===== src/rtl/event_drain.sv =====
// event_drain: snapshots a bank of sticky event flags and streams one indexed event per set bit.
// Optional snapshot timestamp via EVENT_DRAIN_TIMESTAMP_EN.
module event_drain #(
    parameter int unsigned WIDTH   = 8,
    parameter int unsigned IDX_W   = (WIDTH > 1) ? $clog2(WIDTH) : 1,
    parameter int unsigned HOLDOFF = 0,
    parameter int unsigned TS_W    = 16
) (
    input  logic             clk,
    input  logic             reset,
    input  logic [WIDTH-1:0] acc,
    output logic             acc_clear,
    output logic             ev_valid,
    input  logic             ev_ready,
    output logic [IDX_W-1:0] ev_idx,
    output logic             ev_last,
    output logic             busy
`ifdef EVENT_DRAIN_TIMESTAMP_EN
    ,
    output logic [TS_W-1:0]  ev_ts
`endif
);

    localparam int unsigned HOLD_W = 16;

    typedef enum logic [1:0] {
        IDLE,
        DRAIN,
        HOLD
    } state_t;

    state_t            state;
    logic [WIDTH-1:0]  pending;
    logic [WIDTH-1:0]  rest;
    logic [HOLD_W-1:0] hold_cnt;
    logic [IDX_W-1:0]  idx_q;
    logic              last_q;

    function automatic logic [IDX_W-1:0] lowest(input logic [WIDTH-1:0] v);
        lowest = '0;
        for (int i = int'(WIDTH) - 1; i >= 0; i--) begin
            if (v[i]) lowest = IDX_W'(i);
        end
    endfunction

    function automatic logic single(input logic [WIDTH-1:0] v);
        single = (v != '0) && ((v & (v - WIDTH'(1))) == '0);
    endfunction

    // pending with its lowest set bit removed
    assign rest      = pending & (pending - WIDTH'(1));
    assign acc_clear = (state == IDLE) && (|acc) && !reset;
    assign ev_valid  = (state == DRAIN);
    assign ev_last   = (state == DRAIN) && last_q;
    assign ev_idx    = idx_q;
    assign busy      = (state != IDLE);

    always_ff @(posedge clk) begin
        if (reset) begin
            state    <= IDLE;
            pending  <= '0;
            hold_cnt <= '0;
            idx_q    <= '0;
            last_q   <= 1'b0;
        end else begin
            case (state)
                IDLE: begin
                    if (acc_clear) begin
                        pending <= acc;
                        idx_q   <= lowest(acc);
                        last_q  <= single(acc);
                        state   <= DRAIN;
                    end
                end
                DRAIN: begin
                    if (ev_ready) begin
                        pending <= rest;
                        idx_q   <= lowest(rest);
                        last_q  <= single(rest);
                        if (last_q) begin
                            if (HOLDOFF == 0) begin
                                state <= IDLE;
                            end else begin
                                hold_cnt <= HOLD_W'(HOLDOFF - 1);
                                state    <= HOLD;
                            end
                        end
                    end
                end
                HOLD: begin
                    if (hold_cnt == '0) state <= IDLE;
                    else                hold_cnt <= hold_cnt - HOLD_W'(1);
                end
                default: state <= IDLE;
            endcase
        end
    end

`ifdef EVENT_DRAIN_TIMESTAMP_EN
    logic [TS_W-1:0] ts_cnt;

    // free-running cycle counter, captured on the snapshot cycle
    always_ff @(posedge clk) begin
        if (reset) begin
            ts_cnt <= '0;
            ev_ts  <= '0;
        end else begin
            ts_cnt <= ts_cnt + TS_W'(1);
            if (acc_clear) ev_ts <= ts_cnt;
        end
    end
`endif

endmodule

===== config.mk =====
export PLATFORM = sky130hd
export DESIGN_NAME = event_drain
export DESIGN_NICKNAME = d
export VERILOG_FILES = /design/src/rtl/event_drain.sv
export SDC_FILE = /design/constraint.sdc
export NUM_CORES = 1
export LEC_CHECK = 0
export CORE_MARGIN = 10
export CORE_UTILIZATION = 30
export CTS_BUF_LIST = sky130_fd_sc_hd__clkbuf_16
export CTS_CLUSTER_DIAMETER = 80
export DETAILED_ROUTE_END_ITERATION = 16
export PLACE_DENSITY_LB_ADDON = 0.2
export SLEW_MARGIN = 20
export SYNTH_ARGS = -nofsm -noshare
export SYNTH_HDL_FRONTEND = slang
export SYNTH_SLANG_ARGS = --single-unit

===== constraint.sdc =====
create_clock -name clk -period 4.6 [get_ports clk]
set_clock_uncertainty 0.05 [all_clocks]
set_input_delay 0.69 -clock clk [delete_from_list [all_inputs] [get_ports clk]]
set_output_delay 0.69 -clock clk [all_outputs]
set_load 0.01 [all_outputs]

# After elaboration in Yosys (flattened, before gate mapping)
# Index checks and enable logic that the tools add are counted.
[totals]
ff_bits = 30
in_bits = 11
out_inout_bits = 7
wordCells = 67
[classes]
n_addsub = 4
n_eq_ne = 6
n_mux = 30
n_bitwise = 4
reduce_logical = 18
[ops]
columns = ["operator", "n"]
rows = [
  ["$mux 3", 18],
  ["$and 8x8->8", 3],
  ["$sub 8x1->8 const B", 3],
  ["$logic_not 16->1", 1],
  ["$logic_not 8->1", 2],
  ["$mux 8", 2],
  ["$pmux 8 s2", 1],
  ["$reduce_bool 8->1", 2],
  ["$sub 16x1->16 const B", 1],
  ["$mux 2", 4],
  ["$reduce_or 8->1", 1],
  ["$pmux 2 s3", 1],
  ["$pmux 3 s2", 1],
  ["$logic_and 1x1->1", 5],
  ["$ne 2x1->1 const B", 2],
  ["$ne 2x2->1 const B", 2],
  ["$reduce_and 4->1", 1],
  ["$reduce_bool 2->1", 2],
  ["$reduce_and 3->1", 1],
  ["$eq 2x1->1 const B", 1],
  ["$eq 2x2->1 const B", 1],
  ["$logic_not 2->1", 1],
  ["$mux 1", 2],
  ["$pmux 1 s2", 1],
  ["3 further kinds", 3],
]

# Longest topological paths before layout
# Gate-level depths: netlist (run 1).
[depth]
depth_word = 12
depth_mapped = 7
depth_no_buf = 5

# Worst setup path before layout (run 1)
# Ideal clock, no wire load.
[synth_path]
kind = "input to output"
from = "in acc[3]"
to = "out acc_clear"
arrival_ns = 1.605
required_time_ns = 3.860
slack_ns = 2.255
cell_stages = 2
path_buffers = 0
path_cell_list = "or4_4 > o31a_1"
[synth_between]
elab_chain_cells = 3
[synth_lines]
columns = ["element", "line", "text"]
rows = [
  ["from (decl)", "11", "input logic [WIDTH-1:0] acc,"],
  ["$reduce_or 8->1", "52", "assign acc_clear = (state == IDLE) && (|acc) && !reset;"],
  ["$logic_and 1x1->1 (2 in a row)", "52", ""],
  ["to (decl)", "12", "output logic acc_clear,"],
]
# No other way between the ends.

# Worst setup path after layout (run 1)
[layout_path]
from = "in acc[2]"
to = "out acc_clear"
# Same word-level chain as after synthesis.

==> results.txt, run 1 <==
PortBufs: 17
dominant synthesized flop cell: dfxtp_1
Synth area leaders: dfxtp_1, a21oi_1, nand2b_1
clock buffer depth: 2
# diodes: 0
area of the die: 6490 sq um
vias in the first global route: 1,056
P&R area growth vs syn: 20.8%
GRT overflow: 0
Rel. slew slack: 40.6%
Final #Nets: 160
max-slew violations: 0
Final Cell Area: 1330 sq um
Resized Gates After CTS: 0
TritonCTS Buffers: 3
Worst-path clk slew: 0.04 ns
placed wire-length estimate: 2.17 mm
hold_buf cts: 0
clk sinks: 13
placed cell areas: 1250 sq um
Finish-stage setup viols: 0
Die Y: 80.5 um
placed cells: 190
worst setup path category: in2out
DIE WIDTH: 80.5 um
Synth Warn #: 0
status: finished clean
register area: 260 sq um
core area: 3440 sq um
Fillers: 364
Routed WL: 2.82 mm
root buffer cell: clkbuf_16
Post-route DRC: 0
post-CTS setup buffer count: 0
Placer Congestion: 0.850
number of distinct library cells after synthesis: 46
slack of the critical path: 1.21 ns
CP required: 3.86 ns
via/cell ratio: 5.40
Tmin final: 3.39 ns
area of the multi-input gates: 751 sq um
# IOs: 18
max_cap viols: 0
Highest Clock Rate: 0.295 GHz
overall power: 0.387 mW
setup TNS: 0 ns
post-layout util: 38.6%
Yosys reg bits: 13
hold crit path type: reg2reg
Arr. time, crit path: 2.65 ns
Total GRT Usage: 9.39%
largest net degree at the start of global routing: 28
area leader, netlist: dfxtp_1
register area share after synthesis: 23.7%
share of cells above drive strength 1: 8.11%
CP startpoint kind: input port
Synth Instances: 140
Post-synth top cells: a21oi_1, dfxtp_1, nand2_1
Worst Max-Slew Pin Slew: 0.890 ns
drt first pass iters: 4
CP endpoint kind: output port
Final Cycle Share: 73.6%
WHS: 0.450 ns
Clock Latency Late Sink: 0.24 ns
placement row count: 21
Max IR drop VDD: 135 uV
synthesized area: 1100 sq um
DRT iter0 DRCs: 67
syn avg cell area: 7.86 sq um
Post-synth EDFFs: 0
H-Tree Depth: 1
share of the synthesized area in the top cell type: 23.7%
CP max FO: 6
Routed Antenna Nets: 0
share of flip-flops with an asynchronous set or reset: 0%
most common cell in the netlist: a21oi_1
first-pass GRT wire length: 4.96 mm
Initial Util: 32.0%
post-route insts no fill: 194
Mapped Nets: 151
CTS tree: done
Leak: 0.463 nW
Pwr per Cell Area: 291 nW/um^2
RSZ-0062 raised after global routing: no
WL/cell: 14.5 um
vias after detailed routing: 1,048
final hold violation count: 0
pre-CTS setup slack: 1.21 ns
initial antenna violation count: 0
==> registers in the layout, summed over array words and instances (netlist names) <==
name	count
last_q	1
ev_idx	3
pending	8
state	1
==> logic make-up (layout without fill, tap and decap cells) <==
family,Yosys count,count (layout),share of synthesized area [%]
AOI/OAI and AO/OA,52,52,35.2
and+or+nand+nor,51,51,25.3
DFF,13,13,23.7
xor gates and xnor gates,1,1,0.797
muxes,3,3,3.30
buffers and inverters,16,24,8.08
adders and majority gates,4,4,3.75
==> final cells by class <==
cell class                 instances  share of cell area (%)
inverter                           3                   0.847
multi-input combinational        111                    56.5
timing repair buffer              17                    12.8
tap                               46                    4.33
clock buffer                       3                    5.65
sequential                        13                    19.6
clock inverter                     1                   0.282
==> worst paths after layout <==
| path | depth (start not counted) | to | slack (ns) | start |
|---|---|---|---|---|
| worst min register to register | 2 | ev_idx[1] | 0.45 | ev_idx[1] |
| worst max-delay path | 4 | acc_clear | 1.21 | acc[2] |
| worst min-delay path | 2 | ev_idx[1] | 0.45 | ev_idx[1] |
| worst max register to register | 5 | last_q | 2.19 | pending[1] |
==> layout by cell type (no fill, tap or decap), drive strengths merged, types with 7 or more instances in the layout <==
cell | synthesis | layout
a21oi | 17 | 17
clkdlybuf4s50 | 0 | 17
dfxtp | 13 | 13
nand2 | 11 | 11
nand2b | 9 | 9
nor2 | 7 | 7
o21ai | 9 | 9
==> power by group <==
part | internal [mW] | total (mW) | switching (mW)
clock network | 0.114 | 0.159 | 0.0445
registers | 0.121 | 0.138 | 0.0171
logic | 0.0465 | 0.0903 | 0.0438
==> worst max-delay path: stages <==
cell	delay, ns
clkdlybuf4s50_1	0.50
or4_4	0.57
o31a_1	0.38
clkdlybuf4s50_1	0.52
==> routing by layer <==
layer	track usage [%]	wire, um	vias to the layer above
met5	0	0	-
met4	5.99	70	0
met3	1.45	124	6
met2	14.0	1260	32
met1	12.1	1360	472
li1	-	-	538
Note: power is estimated with default switching activity, not from simulation.
==> inputs of run 2 (changes only) <==
Clock period 4.6 ns to 2.93 ns, I/O delays scaled along.
==> results.txt, run 2 (synthesis results as in run 1) <==
Clock Latency Late Sink: 0.24 ns (about the same)
Worst Max-Slew Pin Slew: 0.449 ns (-0.441 ns)
initial antenna violation count: 0 (unchanged)
max-slew violations: 0 (unchanged)
vias after detailed routing: 1,039 (-0.86%)
H-Tree Depth: 1 (unchanged)
metal1 wirelength: 1.40 mm (+2.6%)
max_cap viols: 0 (unchanged)
clk sinks: 13 (unchanged)
hold crit path type: reg2reg
Total GRT Usage: 9.39% (about the same)
number of flip-flops in the largest register: 8 (unchanged)
placed wire-length estimate: 2.24 mm (+3.5%)
# diodes: 0 (unchanged)
GRT overflow: 0 (unchanged)
Die Y: 80.5 um (unchanged)
CP required: 2.44 ns (-1.42 ns)
max layer used: met4
share of cells above drive strength 1: 11.1% (+3.0 points)
largest register by flop count: pending
Leak: 0.488 nW (+5.4%)
Worst-path clk slew: 0.05 ns (about the same)
drt first pass iters: 4 (unchanged)
PortBufs: 17 (unchanged)
core area: 3440 sq um (unchanged)
Final Cycle Share: 95.0%
placement row count: 21 (unchanged)
met3 wire length: 84 um (-32%)
largest net degree at the start of global routing: 21 (-25%)
Fillers: 368 (+1.1%)
Pwr per Cell Area: 451 nW/um^2 (+55%)
Highest Clock Rate: 0.359 GHz
CTS tree: done
post-layout util: 39.7% (+1.1 points)
Final #Nets: 165 (+3.1%)
CP max FO: 5 (-1)
vias in the first global route: 1,056 (unchanged)
hold_buf cts: 0 (unchanged)
Max IR drop VDD: 173 uV (+28%)
via/cell ratio: 5.22 (-3.3%)
RSZ-0062 raised after global routing: no
root buffer cell: clkbuf_16
P&R area growth vs syn: 24.2%
worst setup path category: in2out
Routed WL: 2.88 mm (+2.4%)
Post-route DRC: 0 (unchanged)
most frequent cells in the layout: clkdlybuf4s50_1, a21oi_1, dfxtp_1, nand2_1, nand2b_1
setup TNS: 0 ns (unchanged)
DRT iter0 DRCs: 91 (+36%)
Tmin final: 2.78 ns
Rel. slew slack: 70.0% (+29 points)
WL/cell: 14.5 um (-0.16%)
Resized Gates After CTS: 0 (unchanged)
DIE WIDTH: 80.5 um (unchanged)
final hold violation count: 0 (unchanged)
status: finished clean
commonest non-fill, non-tap cell in the layout: clkdlybuf4s50_1
area of the die: 6490 sq um (unchanged)
first-pass GRT wire length: 5.01 mm (+0.97%)
CP endpoint kind: output port
CP startpoint kind: input port
post-CTS setup buffer count: 0 (unchanged)
clock buffer depth: 2 (unchanged)
TritonCTS Buffers: 3 (unchanged)
Routed Antenna Nets: 0 (unchanged)
Arr. time, crit path: 2.29 ns (-0.36 ns)
# IOs: 18 (unchanged)
Placer Congestion: 0.733 (-14%)
Initial Util: 32.0% (unchanged)
routed wl met2: 1.37 mm (+8.7%)
Finish-stage setup viols: 0 (unchanged)
==> run 2: area by class of cell <==
class	count	area, sq um	share of cell area, %
repair buffers	22	208	15.2
flip-flops and latches	13	260	19.0
clock buffers	3	75.1	5.49
multi-input cells	111	751	54.9
clock inverters	1	3.75	0.275
well taps	46	57.6	4.21
inverters	3	11.3	0.824
==> run 2: layer usage <==
layer,up-vias,GRT usage [%]
met3,2,1.45
met2,20,15.0
met1,474,12.0
met4,0,4.23
li1,543,-
met5,-,0
==> run 2: report_power, final <==
group	switching, mW	total [mW]	leakage [nW]	internal [mW]
logic	0.0770	0.155	0.339	0.0776
clock network	0.0734	0.253	0.0423	0.180
registers	0.0191	0.209	0.107	0.190
total	0.169	0.617	0.488	0.447
==> run 2: path summary, 6_finish.rpt <==
check / from / to / slack [ns] / cells after the start
setup / recovery: acc[3] / acc_clear / 0.15 / 4
hold reg to reg: ev_idx[2] / ev_idx[2] / 0.45 / 2
setup reg to reg: pending[1] / last_q / 0.56 / 5
hold / removal: ev_idx[2] / ev_idx[2] / 0.45 / 2
==> run 2: metrics by stage <==
| stage | hold WS (ns) | instance area [sq um] | total power, mW | std cells | setup WS [ns] |
|---|---|---|---|---|---|
| after floorplan | 0.412 | 1100 | 0.315 | 140 | 0.761 |
| after global routing | 0.470 | 1370 | 0.651 | 199 | 0.0776 |
| after global placement | 0.435 | 1290 | 0.365 | 195 | 0.165 |
| after detailed placement | 0.438 | 1290 | 0.367 | 195 | 0.143 |
| final | 0.450 | 1370 | 0.617 | 199 | 0.148 |
| after CTS | 0.453 | 1370 | 0.619 | 199 | 0.140 |
==> run 2: critical path: stages <==
cell             delay [ns]
clkdlybuf4s50_1        0.48
or4_4                  0.59
o31a_1                 0.30
clkdlybuf4s50_1        0.48
==> inputs of run 3 (changes only) <==
Settings changed: SETUP_SLACK_MARGIN set to 0.02.
==> results of run 3 <==
Final layout, timing and power as in run 2 (identical DEF).
